==> src/rtl/sms_pkg.sv <==
// rtl/sms_pkg.sv - shared constants and state encoding for the ROM loader
package sms_pkg;

    localparam int BANK_BYTES = 16384;
    localparam int MAX_BYTES  = 4194304;

    typedef logic [2:0] state_t;

    localparam state_t ST_SYNC     = 3'd0;
    localparam state_t ST_IDLE     = 3'd1;
    localparam state_t ST_LOAD     = 3'd2;
    localparam state_t ST_WAIT_ACK = 3'd3;
    localparam state_t ST_FINISH   = 3'd4;

endpackage

==> src/rtl/rom_loader_if.sv <==
// rtl/rom_loader_if.sv - hps_io download and sdram write signals of the ROM loader
interface rom_loader_if;

    logic        ioctl_download;
    logic        ioctl_wr;
    logic [7:0]  ioctl_dout;
    logic        ioctl_wait;
    logic [23:0] ram_addr;
    logic [7:0]  ram_din;
    logic        ram_req;
    logic        ram_ack;

    modport master (
        input  ioctl_download, ioctl_wr, ioctl_dout, ram_ack,
        output ioctl_wait, ram_addr, ram_din, ram_req
    );

    modport slave (
        output ioctl_download, ioctl_wr, ioctl_dout, ram_ack,
        input  ioctl_wait, ram_addr, ram_din, ram_req
    );

endinterface

==> src/rtl/bank_mask.sv <==
// rtl/bank_mask.sv - power-of-two bank mask from a downloaded byte count
module bank_mask
    import sms_pkg::*;
#(
    parameter int BANK_SIZE = BANK_BYTES
) (
    input  logic [22:0] count_i,
    input  logic        overflow_i,
    output logic [7:0]  mask_o
);

    localparam int SHIFT = $clog2(BANK_SIZE);

    logic [22:0] last_bank;
    logic [7:0]  smear;

    // ceil(count/bank)-1 == floor((count-1)/bank) for count >= 1
    always_comb begin
        last_bank = (count_i - 23'd1) >> SHIFT;
        smear     = last_bank[7:0];
        smear     = smear | (smear >> 1);
        smear     = smear | (smear >> 2);
        smear     = smear | (smear >> 4);
        if (overflow_i) begin
            mask_o = 8'hFF;
        end else if (count_i == 23'd0) begin
            mask_o = 8'h00;
        end else if (|last_bank[22:8]) begin
            mask_o = 8'hFF;
        end else begin
            mask_o = smear;
        end
    end

endmodule

==> src/rtl/rom_loader.sv <==
// rtl/rom_loader.sv - streams an hps_io ROM download into sdram with a toggle handshake
module rom_loader
    import sms_pkg::*;
#(
    parameter int BANK_SIZE = BANK_BYTES,
    parameter int MAX_SIZE  = MAX_BYTES
) (
    input  logic           clk_sys,
    input  logic           reset,
    rom_loader_if.master   bus,
    output logic [7:0]     cart_mask,
    output logic           done,
    output logic           overflow
);

    localparam logic [22:0] MAX_CNT = 23'(MAX_SIZE);

    state_t      state_q, state_d;
    logic [22:0] cnt_q, cnt_d;
    logic [21:0] addr_q, addr_d;
    logic [7:0]  din_q, din_d;
    logic        req_q, req_d;
    logic        wait_q, wait_d;
    logic [7:0]  mask_q, mask_d;
    logic        done_q, done_d;
    logic        ovf_q, ovf_d;
    logic        dl_q;
    logic [7:0]  mask_calc;

    bank_mask #(.BANK_SIZE(BANK_SIZE)) u_bank_mask (
        .count_i    (cnt_q),
        .overflow_i (ovf_q),
        .mask_o     (mask_calc)
    );

    always_comb begin
        state_d = state_q;
        cnt_d   = cnt_q;
        addr_d  = addr_q;
        din_d   = din_q;
        req_d   = req_q;
        wait_d  = wait_q;
        mask_d  = mask_q;
        done_d  = 1'b0;
        ovf_d   = ovf_q;
        case (state_q)
            ST_SYNC: begin
                wait_d = 1'b0;
                if (bus.ram_ack == req_q) state_d = ST_IDLE;
            end
            ST_IDLE: begin
                if (bus.ioctl_download && !dl_q) begin
                    cnt_d   = '0;
                    addr_d  = '0;
                    mask_d  = 8'h00;
                    ovf_d   = 1'b0;
                    state_d = ST_LOAD;
                end
            end
            ST_LOAD: begin
                if (!bus.ioctl_download) begin
                    state_d = ST_FINISH;
                end else if (bus.ioctl_wr) begin
                    if (cnt_q < MAX_CNT) begin
                        din_d   = bus.ioctl_dout;
                        req_d   = ~req_q;
                        wait_d  = 1'b1;
                        state_d = ST_WAIT_ACK;
                    end else begin
                        // past the image limit: keep counting so the host sees no stall
                        cnt_d = cnt_q + 23'd1;
                        ovf_d = 1'b1;
                    end
                end
            end
            ST_WAIT_ACK: begin
                if (bus.ioctl_wr) ovf_d = 1'b1;
                if (bus.ram_ack == req_q) begin
                    wait_d  = 1'b0;
                    addr_d  = addr_q + 22'd1;
                    cnt_d   = cnt_q + 23'd1;
                    state_d = bus.ioctl_download ? ST_LOAD : ST_FINISH;
                end
            end
            ST_FINISH: begin
                mask_d  = mask_calc;
                done_d  = 1'b1;
                state_d = ST_IDLE;
            end
            default: state_d = ST_SYNC;
        endcase
    end

    always_ff @(posedge clk_sys or posedge reset) begin
        if (reset) begin
            state_q <= ST_SYNC;
            cnt_q   <= '0;
            addr_q  <= '0;
            din_q   <= 8'h00;
            req_q   <= 1'b0;
            wait_q  <= 1'b0;
            mask_q  <= 8'h00;
            done_q  <= 1'b0;
            ovf_q   <= 1'b0;
            dl_q    <= 1'b0;
        end else begin
            state_q <= state_d;
            cnt_q   <= cnt_d;
            addr_q  <= addr_d;
            din_q   <= din_d;
            req_q   <= req_d;
            wait_q  <= wait_d;
            mask_q  <= mask_d;
            done_q  <= done_d;
            ovf_q   <= ovf_d;
            dl_q    <= bus.ioctl_download;
        end
    end

    assign bus.ioctl_wait = wait_q;
    assign bus.ram_addr   = {2'b00, addr_q};
    assign bus.ram_din    = din_q;
    assign bus.ram_req    = req_q;
    assign cart_mask      = mask_q;
    assign done           = done_q;
    assign overflow       = ovf_q;

endmodule

==> src/flat_wrapper.sv <==
// flat-port wrapper written by rule: the top's interface ports become plain ports
module rom_loader_flat import sms_pkg::*;
#(
    parameter int BANK_SIZE = BANK_BYTES,
    parameter int MAX_SIZE  = MAX_BYTES
)
  (clk_sys, reset, cart_mask, done, overflow, bus_ioctl_download, bus_ioctl_wr, bus_ioctl_dout, bus_ram_ack, bus_ioctl_wait, bus_ram_addr, bus_ram_din, bus_ram_req);
  rom_loader_if bus_i ();
  input  logic clk_sys;
  input  logic reset;
  output logic [7:0] cart_mask;
  output logic done;
  output logic overflow;
  input wire logic [$bits(bus_i.ioctl_download)-1:0] bus_ioctl_download;
  input wire logic [$bits(bus_i.ioctl_wr)-1:0] bus_ioctl_wr;
  input wire logic [$bits(bus_i.ioctl_dout)-1:0] bus_ioctl_dout;
  input wire logic [$bits(bus_i.ram_ack)-1:0] bus_ram_ack;
  output wire logic [$bits(bus_i.ioctl_wait)-1:0] bus_ioctl_wait;
  output wire logic [$bits(bus_i.ram_addr)-1:0] bus_ram_addr;
  output wire logic [$bits(bus_i.ram_din)-1:0] bus_ram_din;
  output wire logic [$bits(bus_i.ram_req)-1:0] bus_ram_req;
  assign bus_i.ioctl_download = bus_ioctl_download;
  assign bus_i.ioctl_wr = bus_ioctl_wr;
  assign bus_i.ioctl_dout = bus_ioctl_dout;
  assign bus_i.ram_ack = bus_ram_ack;
  assign bus_ioctl_wait = bus_i.ioctl_wait;
  assign bus_ram_addr = bus_i.ram_addr;
  assign bus_ram_din = bus_i.ram_din;
  assign bus_ram_req = bus_i.ram_req;
  rom_loader #(.BANK_SIZE(BANK_SIZE), .MAX_SIZE(MAX_SIZE)) u_core (.clk_sys(clk_sys), .reset(reset), .bus(bus_i), .cart_mask(cart_mask), .done(done), .overflow(overflow));
endmodule
==> config.mk <==
export PLATFORM = sky130hd
export DESIGN_NAME = rom_loader_flat
export DESIGN_NICKNAME = d
export VERILOG_FILES = /design/src/rtl/sms_pkg.sv /design/src/rtl/rom_loader_if.sv /design/src/rtl/bank_mask.sv /design/src/rtl/rom_loader.sv /design/src/flat_wrapper.sv
export SDC_FILE = /design/constraint.sdc
export NUM_CORES = 1
export LEC_CHECK = 0
export CORE_MARGIN = 2
export CORE_UTILIZATION = 29
export DETAILED_ROUTE_END_ITERATION = 7
export GPL_TIMING_DRIVEN = 0
export MAX_ROUTING_LAYER = met4
export REMOVE_ABC_BUFFERS = 1
export SYNTH_ARGS = -nofsm -noshare
export SYNTH_HDL_FRONTEND = slang
export SYNTH_HIERARCHICAL = 1
export SYNTH_SLANG_ARGS = --single-unit
export TNS_END_PERCENT = 10
==> constraint.sdc <==
create_clock -name clk_sys -period 4.9 [get_ports clk_sys]
set_input_delay 0.98 -clock clk_sys [delete_from_list [all_inputs] [get_ports clk_sys]]
set_output_delay 0.98 -clock clk_sys [all_outputs]
set_load 0.02 [all_outputs]
# Word-level counts from Yosys, hierarchy flattened
# Index checks and enable logic that the tools add are counted.
# classes
addsub	3
mul	0
div	0
n_lt_le_gt_ge	1
eq_ne	15
shifts	0
muxes	34
n_bitwise	4
n_reduce_logical	15
# ops
cell	count
2-to-1 mux 23 bit	5
case mux 23 bit (3 select lines)	1
2-to-1 mux 22 bit	2
case mux 22 bit (2 select lines)	1
2-to-1 mux 8 bit	4
adder 23 x 1 -> 23 bit, second input constant	1
logical NOT 23 bit	1
less-than comparator 23 bit, second input constant	1
subtractor 23 x 1 -> 23 bit, second input constant	1
adder 22 x 1 -> 22 bit, second input constant	1
2-to-1 mux 3 bit	7
case mux 8 bit (2 select lines)	1
case mux 3 bit (5 select lines)	1
AND reduction 6 bit	2
2-to-1 mux 1 bit	10
AND reduction 5 bit	2
inequality test 2 x 1 -> 1 bit, second input constant	4
inequality test 2 bit, second input constant	4
bitwise OR 8 x 4 -> 8 bit	1
bitwise OR 8 x 6 -> 8 bit	1
bitwise OR 8 x 7 -> 8 bit	1
== test 3 x 2 -> 1 bit, second input constant	2
case mux 1 bit (3 select lines)	2
nonzero test 3 bit	2
13 further kinds	14
# totals
ff_bits	69
latchBits	0
ram_bits	0
mem_bits_ro	0
output_inout_bits	44
n_memories	0

# Logic depth before layout (Yosys ltp)
# Gate-level depths: netlist of the first run.
# logic_depth
depth_word	8
ltp_mapped	8
ltp_nobuf	6

# By module
# The synthesis of the first run kept the hierarchy.
# by_module_without_submodules
module	instances	cells_per_inst	area_per_inst_um2
rom_loader	1	353	3355.7
bank_mask	1	31	200.2

# Worst setup path before layout of the first run
# No wires, ideal clock.
# synth_timing
path_type	input to register
from	input bus_ioctl_download
to	register u_core.cnt_q[8]
setup_time_ps	78
arrival_time_ps	2270
required_ps	4822
setup_slack_ps	2552
cell_stages	6
path_cell_list	nor2b_1 o21ai_1 a211o_4 buf_6 or3_1 a21oi_1
# synth_via
elab_chain_len	3
word_cells_on_any_way	4
classes_between	eq/ne: 2; reduce/logical: 2
# synth_lines
item	line	source
start: declaration	flat_wrapper.sv:14	input wire logic [$bits(bus_i.ioctl_download)-1:0] bus_ioctl_download;
logical AND 1 bit	rom_loader.sv:52	if (bus.ioctl_download && !dl_q) begin
inequality test 2 x 1 -> 1 bit (no line)	--	
AND reduction 6 bit (no line) (*)	--	
end signal: assignment	rom_loader.sv:108	cnt_q <= cnt_d;
end: declaration	rom_loader.sv:19	logic [22:0] cnt_q, cnt_d;
# Mark *: on every way between the ends. The rest lies on a longest branch, timed or not.
# A chain may end at the register's enable or synchronous reset.

# Final worst setup path of the first run
# layout_timing
from	input bus_ioctl_download
to	register u_core.cnt_q[19]
# The elaborated chain is that of the path after synthesis.

==> results.md, run 1 <==
Run status:
- The flow ran to the end, and the final reports show no timing, DRC or antenna violations.

STA:
- The final worst-path cycle share is between 60 and 70%.
- The relative slew slack is between 40% and 50%.
- Setup repair after global routing left no endpoint under its margin.
- The fmax is 0.3308 GHz.
- Summed over all failing endpoints, the final setup total negative slack is 0 ns.
- The final max-slew violation count is 0.
- Setup violations remaining at the end of the flow were counted as 0.
- For the pin with the worst max-slew slack, the measured transition is approximately 0.87 ns.
- The final hold violation count is 0.
- The clock period could shrink to between 3 and 4 ns.
- Clock skew on the completed layout was measured at 0.004743 ns.

Clock tree:
- No sink is reached through more buffers than the 2 on the longest clock path.
- The H-tree depth is 3.
- The clock-pin transition on the worst setup and hold timing paths is 0.06 ns.
- The number of clock buffers inserted by TritonCTS is 9.
- The later-pin clock latency in the skew report is ~0.33 ns.
- The number of resized instances in the post-cts repair step is 0.
- The number of setup buffers added after CTS is 0.
- The clock drives 69 sinks.
- The tree is rooted in a sky130_fd_sc_hd__clkbuf_16.
- TritonCTS built the clock tree.
- The count of hold-fix buffers inserted at cts is 0.

Min path:
- The path type of the worst min-delay path is reg2reg.

Floorplanning:
- The total area inside the core boundary comes to around 0.012 mm^2.
- The die covers 0.01316 mm^2.
- The die outline width is between 100 and 150 um.
- The number of rows created at floorplan is 40.
- During I/O placement, the number of pins put on the boundary was 57.
- Measured along the y axis, the die boundary spans about 110 um.
- Once the floorplan was initialized, standard cells occupied about 30% of the core.

Global routing:
- Entering global routing, the biggest net connects 70 pins.
- The global-route wire length before repair is around 14000 um.
- The total grt overflow is 0.
- The all-layer global routing usage is roughly 14%.
- The number of global-route vias before repair is 2874.
- The number of antenna violations at the first check in global routing is 0.

Layout:
- After the flow finishes, the layout carries non-filler instances totaling ~590.
- The count of nets after finishing is 451.
- After filler insertion, the fill cell instance count of the layout stands at around 1200.
- Compared with the post-synthesis result, the final layout area differs by 27.41%.
- The total inserted antenna cells is 0.
- The fraction of final layout cells sized beyond drive strength 1 is about 8.6%.

Yosys:
- Summing every instance area after synthesis gives 0.003556 mm^2.
- The largest area contributor in the netlist is sky130_fd_sc_hd__dfrtp_1.
- The fraction of registers with async set/reset is 100.0%.
- The number of synthesized register bits is 69.
- In the synthesized netlist, the number of instances is ~380.
- For this run, the number of Yosys warnings is 6.
- The number of synthesized flops with an enable pin is 0.
- Sorting the synthesized cells by area gives the leading types as sky130_fd_sc_hd__dfrtp_1 (49%), sky130_fd_sc_hd__xor2_1 (4.9%), sky130_fd_sc_hd__nor2_1 (4.6%).
- The share of the yosys chip area belonging to registers is 48.56%.
- The number of distinct library cells after synthesis is between 40 and 50.
- A synthesized cell averages slightly above 9 um^2.
- In the synthesized netlist, the cells that appear most often are sky130_fd_sc_hd__dfrtp_1 (69), sky130_fd_sc_hd__nor2_1 (44), sky130_fd_sc_hd__nand2_1 (40), sky130_fd_sc_hd__o21ai_0 (33), sky130_fd_sc_hd__nand3_1 (26).
- The share of synthesized area in the top cell type comes to around half.
- The dominant cell by count in the synthesized netlist is sky130_fd_sc_hd__dfrtp_1.
- The dominant register cell in the synthesized netlist is sky130_fd_sc_hd__dfrtp_1.

Place:
- Input and output buffers added on the ports amount to 54.
- The detailed placement HPWL is approximately 5500 um.
- The number of placed instances with taps included is 572.
- Routability-driven placement finished with a final weighted congestion of around 0.82.

Critical path:
- The worst reg2reg path depth is 5.
- The most critical setup path has its endpoint at u_core/cnt_q[19].
- The start point of the critical path is bus_ioctl_download.
- For the worst setup path, the data arrival time is 3.28 ns.
- The worst setup path is launched from a primary input.
- The setup check on the worst reg-to-reg path leaves a slack of around 2.5 ns.
- In this run the critical register-to-register path is captured at u_core/cnt_q[19].
- The critical path data required time is between 5 and 6 ns.
- The worst setup path is of the in2reg kind.
- Of all nets on the critical path, the largest fanout is 14.
- In this run the critical register-to-register path is launched from u_core/state_q[1].
- The critical path capture point type is a register.

Power and ir drop:
- Power spread over the standard cell area amounts to about 450 mW/mm^2.
- The maximum vdd drop is approximately 0.24 mV.
- The static leakage is around 1.8 nW.

Route:
- The post-detailed-route count of antenna-violating nets is 0.
- The wire length reported by the detailed router is about 8000 um.
- After detailed routing, the number of remaining DRC violations is 0.
- The via density per instance is approximately 5.1.
- The routed via count is between 2000 and 3000.
- For this run, the detailed router's first-pass iteration total came to 5.
- In the final routed layout, each cell accounts on average for around 14 um.
- The DRC violation total after the first TritonRoute iteration is 181.

Flow run:
- The count of maximum capacitance violations is 0.
worst max-delay path, cell delays in order:
cell and delay [ns]:
sky130_fd_sc_hd__clkdlybuf4s50_1 0.56, sky130_fd_sc_hd__nor2b_1 0.29, sky130_fd_sc_hd__o21a_1 0.27, sky130_fd_sc_hd__o211ai_1 0.39, sky130_fd_sc_hd__or4_1 0.61, sky130_fd_sc_hd__a21oi_1 0.16
worst min path at each step:
| stage | startpoint | end | slack, ns | depth (start not counted) |
|---|---|---|---|---|
| floorplan | u_core/cnt_q[1] | u_core/cnt_q[1] | 0.51 | 2 |
| finish | u_core/bus.ram_din[5] | u_core/bus.ram_din[5] | 0.51 | 1 |
| CTS | u_core/bus.ram_din[5] | u_core/bus.ram_din[5] | 0.51 | 1 |
| global route | u_core/bus.ram_din[2] | u_core/bus.ram_din[2] | 0.53 | 1 |
| detailed placement | u_core/bus.ram_din[5] | u_core/bus.ram_din[5] | 0.50 | 1 |
| global placement | u_core/bus.ram_din[6] | u_core/bus.ram_din[6] | 0.49 | 1 |
power breakdown:
part	switching [mW]	total, mW	internal (mW)
Combinational	0.375	0.655	0.280
Sequential	0.104	0.770	0.666
Clock	0.243	0.634	0.391
per-stage QoR:
step           hold WS [ns]  util (%)  worst slack (ns)  instance area [um^2]  power [mW]
2_1_floorplan        0.5148         -             1.586                  3477       1.140
3_3_place_gp         0.4913     34.98           -0.3339                  4202       1.400
3_5_place_dp         0.4964     35.29             1.544                  4239       1.437
4_1_cts              0.5097     37.72             1.866                  4531       2.088
5_1_grt              0.5253     37.72             1.630                  4531       2.188
6_report             0.5062     37.72             1.877                  4531       2.059
flip-flops by register name, indices dropped and copies added (netlist names):
register and cells:
u_core/cnt_q 23, u_core/addr_q 22, u_core/bus.ram_din 8, u_core/cart_mask 8, u_core/state_q 3, u_core/bus.ioctl_wait 1, u_core/bus.ram_req 1, u_core/dl_q 1
u_core/done 1, u_core/overflow 1
logic make-up (layout without fill, tap and decap cells):
group,Yosys count,count (layout),share of synthesized area [%]
AOI/OAI and AO/OA,75,75,12.56
other,1,2,0.1055
DFF,69,69,48.56
muxes,8,8,2.534
and+or+nand+nor,176,176,25.40
adders and majority gates,2,2,0.7036
buffers and inverters,26,82,3.483
xor gates and xnor gates,27,27,6.650
metal layers:
metal	GRT usage, %	routed length [um]	vias to the layer above
met2	20.24	3681	53
met3	2.952	263	9
met5	-	0	-
met1	18.05	4058	1457
li1	-	-	1478
met4	5.542	128	0
cell usage in the layout (no fill, tap or decap), types with 3 or more instances in the layout:
master                            count
sky130_fd_sc_hd__clkbuf_16            9
sky130_fd_sc_hd__nor4_1               5
sky130_fd_sc_hd__a21oi_1             21
sky130_fd_sc_hd__nor2_1              43
sky130_fd_sc_hd__nand2_1             40
sky130_fd_sc_hd__clkdlybuf4s50_1     54
sky130_fd_sc_hd__inv_1                9
sky130_fd_sc_hd__nor3_1               8
sky130_fd_sc_hd__nor2b_1              4
sky130_fd_sc_hd__o21ai_0             33
sky130_fd_sc_hd__mux2_2               8
sky130_fd_sc_hd__nand3_1             26
sky130_fd_sc_hd__nor4_2               3
sky130_fd_sc_hd__dfrtp_1             69
sky130_fd_sc_hd__clkinv_2             4
sky130_fd_sc_hd__or3_1               15
sky130_fd_sc_hd__xor2_1              20
sky130_fd_sc_hd__and3_1               6
sky130_fd_sc_hd__and4_1               3
sky130_fd_sc_hd__nand4_1             14
sky130_fd_sc_hd__xnor2_1              7
sky130_fd_sc_hd__o211ai_1             5
final cells by class:
cell class / instances / area, um^2 / area share (%)
sequential: 69 / 1727 / 38.11
multi-input combinational: 290 / 1717 / 37.89
timing repair buffer: 55 / 568.0 / 12.54
clock buffer: 9 / 225.2 / 4.971
tap: 147 / 183.9 / 4.060
clock inverter: 7 / 66.31 / 1.464
inverter: 11 / 43.79 / 0.9666
No activity file was read; power rests on OpenSTA's default activity.
==> inputs of run 2 (changes only) <==
- clock period: 4.9 -> 2.6 ns (I/O delays scaled with it)
==> run 2 against run 1 <==
  * Sequential cell count unchanged
  * Via count up 0.23%
  * Highest routed layer unchanged
  * Critical endpoint is now u_core/cnt_q[14]
  * Non-clock buffer count up 3
  * Wire length up 0.28%
  * Sequential power up 88%
==> results.md, run 2 (synthesized netlist as in run 1, its figures left out) <==
Global routing:
- The met2 track demand over resource is 20.24% (unchanged).
- The global-route wire length before repair was 13830 um (unchanged).
- The number of antenna violations at the first check in global routing is 0 (unchanged).
- The met3 layer usage reported by global route is 2.952% (unchanged).
- The all-layer global routing usage is 13.59% (unchanged).
- The layer with the highest usage is met2.
- The fraction of met1 tracks used by global routing is 18.05% (unchanged).
- The total grt overflow is 0 (unchanged).
- The largest net degree at the start of global routing came to 70 (unchanged).
- The number of global-route vias before repair was 2874 (unchanged).

Min path:
- In this run the most critical hold path is launched from u_core/bus.ram_din[5].
- The worst hold path stage count is 1 (unchanged).
- In this run the worst hold path is classified as reg2reg.
- The path with the worst hold slack has its endpoint at u_core/bus.ram_din[5].

Power and ir drop:
- The power per standard cell area is 851.8 mW/mm^2 (+87%).
- The maximum vdd drop is 0.4583 mV (+88%).
- The static leakage was 1.841 nW (+0.68%).

Route:
- The routed via count is 3004 (+0.23%).
- The via density per instance is 5.083 (-0.28%).
- The DRC violation total after the first TritonRoute iteration is 172 (-5.0%).
- The average wire per cell in the routed design came to 13.80 um (-0.23%).
- The post-detailed-route count of antenna-violating nets is 0 (unchanged).
- The length of the first detailed-routing pass in iterations was 4 (-1).
- The wire length reported by the detailed router came to 8155 um (+0.28%).
- The post-detailed-route DRC marker count is 0 (unchanged).

Layout:
- The count of non-filler cells in the finished layout is 591 (+0.51%).
- The library cells used most frequently in the layout, excluding fill and tap cells, are sky130_fd_sc_hd__dfrtp_1 (69), sky130_fd_sc_hd__clkdlybuf4s50_1 (54), sky130_fd_sc_hd__nor2_1 (43).
- The fraction of final layout cells sized beyond drive strength 1 is 9.234% (+0.62 points).
- The largest registers in the layout are u_core/cnt_q: 23 flops, u_core/addr_q: 22 flops.
- The top register by number of flip-flops is u_core/cnt_q.
- The number of flip-flops under the largest register name is 23 (unchanged).
- The signed area change from the synthesized netlist to the final layout is 28.04%.
- The cell area after layout came to 0.004553 mm^2 (+0.50%).
- The count of nets after finishing came to 454 (+0.67%).
- The commonest non-fill, non-tap cell in the layout is sky130_fd_sc_hd__dfrtp_1.
- The total inserted antenna cells came to 0 (unchanged).

Clock tree:
- The later-pin clock latency in the skew report is 0.33 ns (about the same).
- The number of clock buffers inserted by TritonCTS came to 9 (unchanged).
- The count of clock tree sinks is 69 (unchanged).
- TritonCTS built the clock tree.
- The cell sitting at the root of the clock tree is a sky130_fd_sc_hd__clkbuf_16.
- The number of resized instances in the post-cts repair step was 0 (unchanged).
- The H-tree depth is 3 (unchanged).
- The number of buffers on the longest clock path is 2 (unchanged).
- The clock-pin transition on the worst setup and hold timing paths is 0.06 ns (about the same).

Floorplanning:
- The number of rows created at floorplan is 40 (unchanged).
- The height of the die came to 114.7 um (unchanged).
- The area of the die is 0.01316 mm^2 (unchanged).
- The die outline width was 114.7 um (unchanged).
- The core area came to 0.01201 mm^2 (unchanged).
- The total I/O pin count is 57 (unchanged).
- The starting density of the core was 29.60% (unchanged).

STA:
- The post-route setup TNS came to 0 ns (unchanged).
- The post-route worst hold slack came to 0.5062 ns (+0.000002000 ns).
- The number of failing setup endpoints in the final timing report is 0 (unchanged).
- The final worst-path cycle share is slightly above 90%.
- The relative slew slack is 42.21% (+0.45 points).
- The worst path setup slack after routing is 0.2333 ns (-1.644 ns).
- Setup repair after global routing left no endpoint under its margin.
- The final max-slew violation count is 0 (unchanged).
- Timing would allow up to about 0.42 GHz.
- The worst clock skew is 0.005620 ns (+0.0008766 ns).
- The clock period minus worst slack is around 2.4 ns.
- The final hold violation count was 0 (unchanged).
- The slew at the pin with the worst max-slew slack is 0.8669 ns (-0.002986 ns).

Critical path:
- The worst reg2reg path depth came to 6 (+1).
- The critical path capture point type is a register.
- STA classifies the critical path startpoint as a primary input.
- The worst register-to-register path ends at u_core/cnt_q[19].
- The worst setup slack for register-to-register paths is 0.36 ns (-2.14 ns).
- The startpoint of the worst register-to-register path is u_core/state_q[1].
- The largest fanout of any net on the critical path is 17 (+3).
- The worst setup path category is in2reg.
- The critical path data required time is 2.85 ns (-2.30 ns).
- The data arrival at the endpoint of the critical path is 2.62 ns (-0.66 ns).

Flow run:
- The count of maximum capacitance violations came to 0 (unchanged).

Place:
- The count of input and output buffers is 54 (unchanged).
- The total cell area at the placement stage is 0.004239 mm^2 (unchanged).
- The number of placed instances with taps included was 572 (unchanged).
- The global placer's final weighted congestion is 0.8189 (unchanged).
- The detailed placement HPWL is 5454 um (unchanged).
- The worst slack after detailed placement is -0.2965 ns (-1.840 ns).

Run status:
- The run finished with clean final reports.
==> run 2: cell types whose count changed in the layout (fill, tap and decap cells not counted) <==
| cell | delta |
|---|---|
| sky130_fd_sc_hd__buf_4 | +3 |
==> run 2: worst max-delay path, stage by stage <==
cell and delay, ns:
sky130_fd_sc_hd__clkdlybuf4s50_1 0.56, sky130_fd_sc_hd__nor2b_1 0.29, sky130_fd_sc_hd__o21ai_1 0.25, sky130_fd_sc_hd__a211o_4 0.49, sky130_fd_sc_hd__or3_1 0.37, sky130_fd_sc_hd__a21oi_1 0.14
==> run 2: cell type report <==
type | instances | area [um^2]
Multi-Input combinational cell | 290 | 1717
Clock inverter | 7 | 66.31
Sequential cell | 69 | 1727
Timing Repair Buffer | 58 | 590.6
Clock buffer | 9 | 225.2
Inverter | 11 | 43.79
Tap cell | 147 | 183.9
Fill cell | 1230 | 7458
==> run 2: through the flow <==
step / utilization (%) / power, mW
2_1_floorplan: - / 2.148
3_3_place_gp: 34.98 / 2.638
3_5_place_dp: 35.29 / 2.707
4_1_cts: 37.72 / 3.935
5_1_grt: 37.91 / 4.125
6_report: 37.91 / 3.878
==> run 2: per-layer routing <==
layer	part of all wire [%]	routed length, um
met1	50	4043
met2	45	3690
met3	3.6	292
met4	1.6	128
met5	0	0
==> run 2: worst max-delay path by stage <==
| stage | start | to | slack, ns | depth (start not counted) |
|---|---|---|---|---|
| 6_report | bus_ioctl_download | u_core/cnt_q[14] | 0.23 | 6 |
| 4_1_cts | bus_ioctl_download | u_core/cnt_q[19] | 0.03 | 6 |
| 3_5_place_dp | bus_ioctl_download | u_core/cnt_q[19] | -0.30 | 6 |
| 2_1_floorplan | bus_ioctl_download | u_core/cart_mask[0] | -0.25 | 4 |
| 5_1_grt | bus_ioctl_download | u_core/addr_q[17] | 0.01 | 6 |
| 3_3_place_gp | bus_ioctl_download | u_core/cart_mask[7] | -2.17 | 5 |
==> run 2: timing repair <==
action,in CTS,in global routing
buffers inserted,0,3
hold buffers,0,0
setup endpoints to repair,0,7
==> run 2: power breakdown <==
group / switching [mW] / internal (mW) / total, mW / leakage (nW)
clock: 0.462 / 0.736 / 1.20 / 0.145
combinational: 0.702 / 0.527 / 1.23 / 0.759
sequential: 0.196 / 1.25 / 1.45 / 0.938
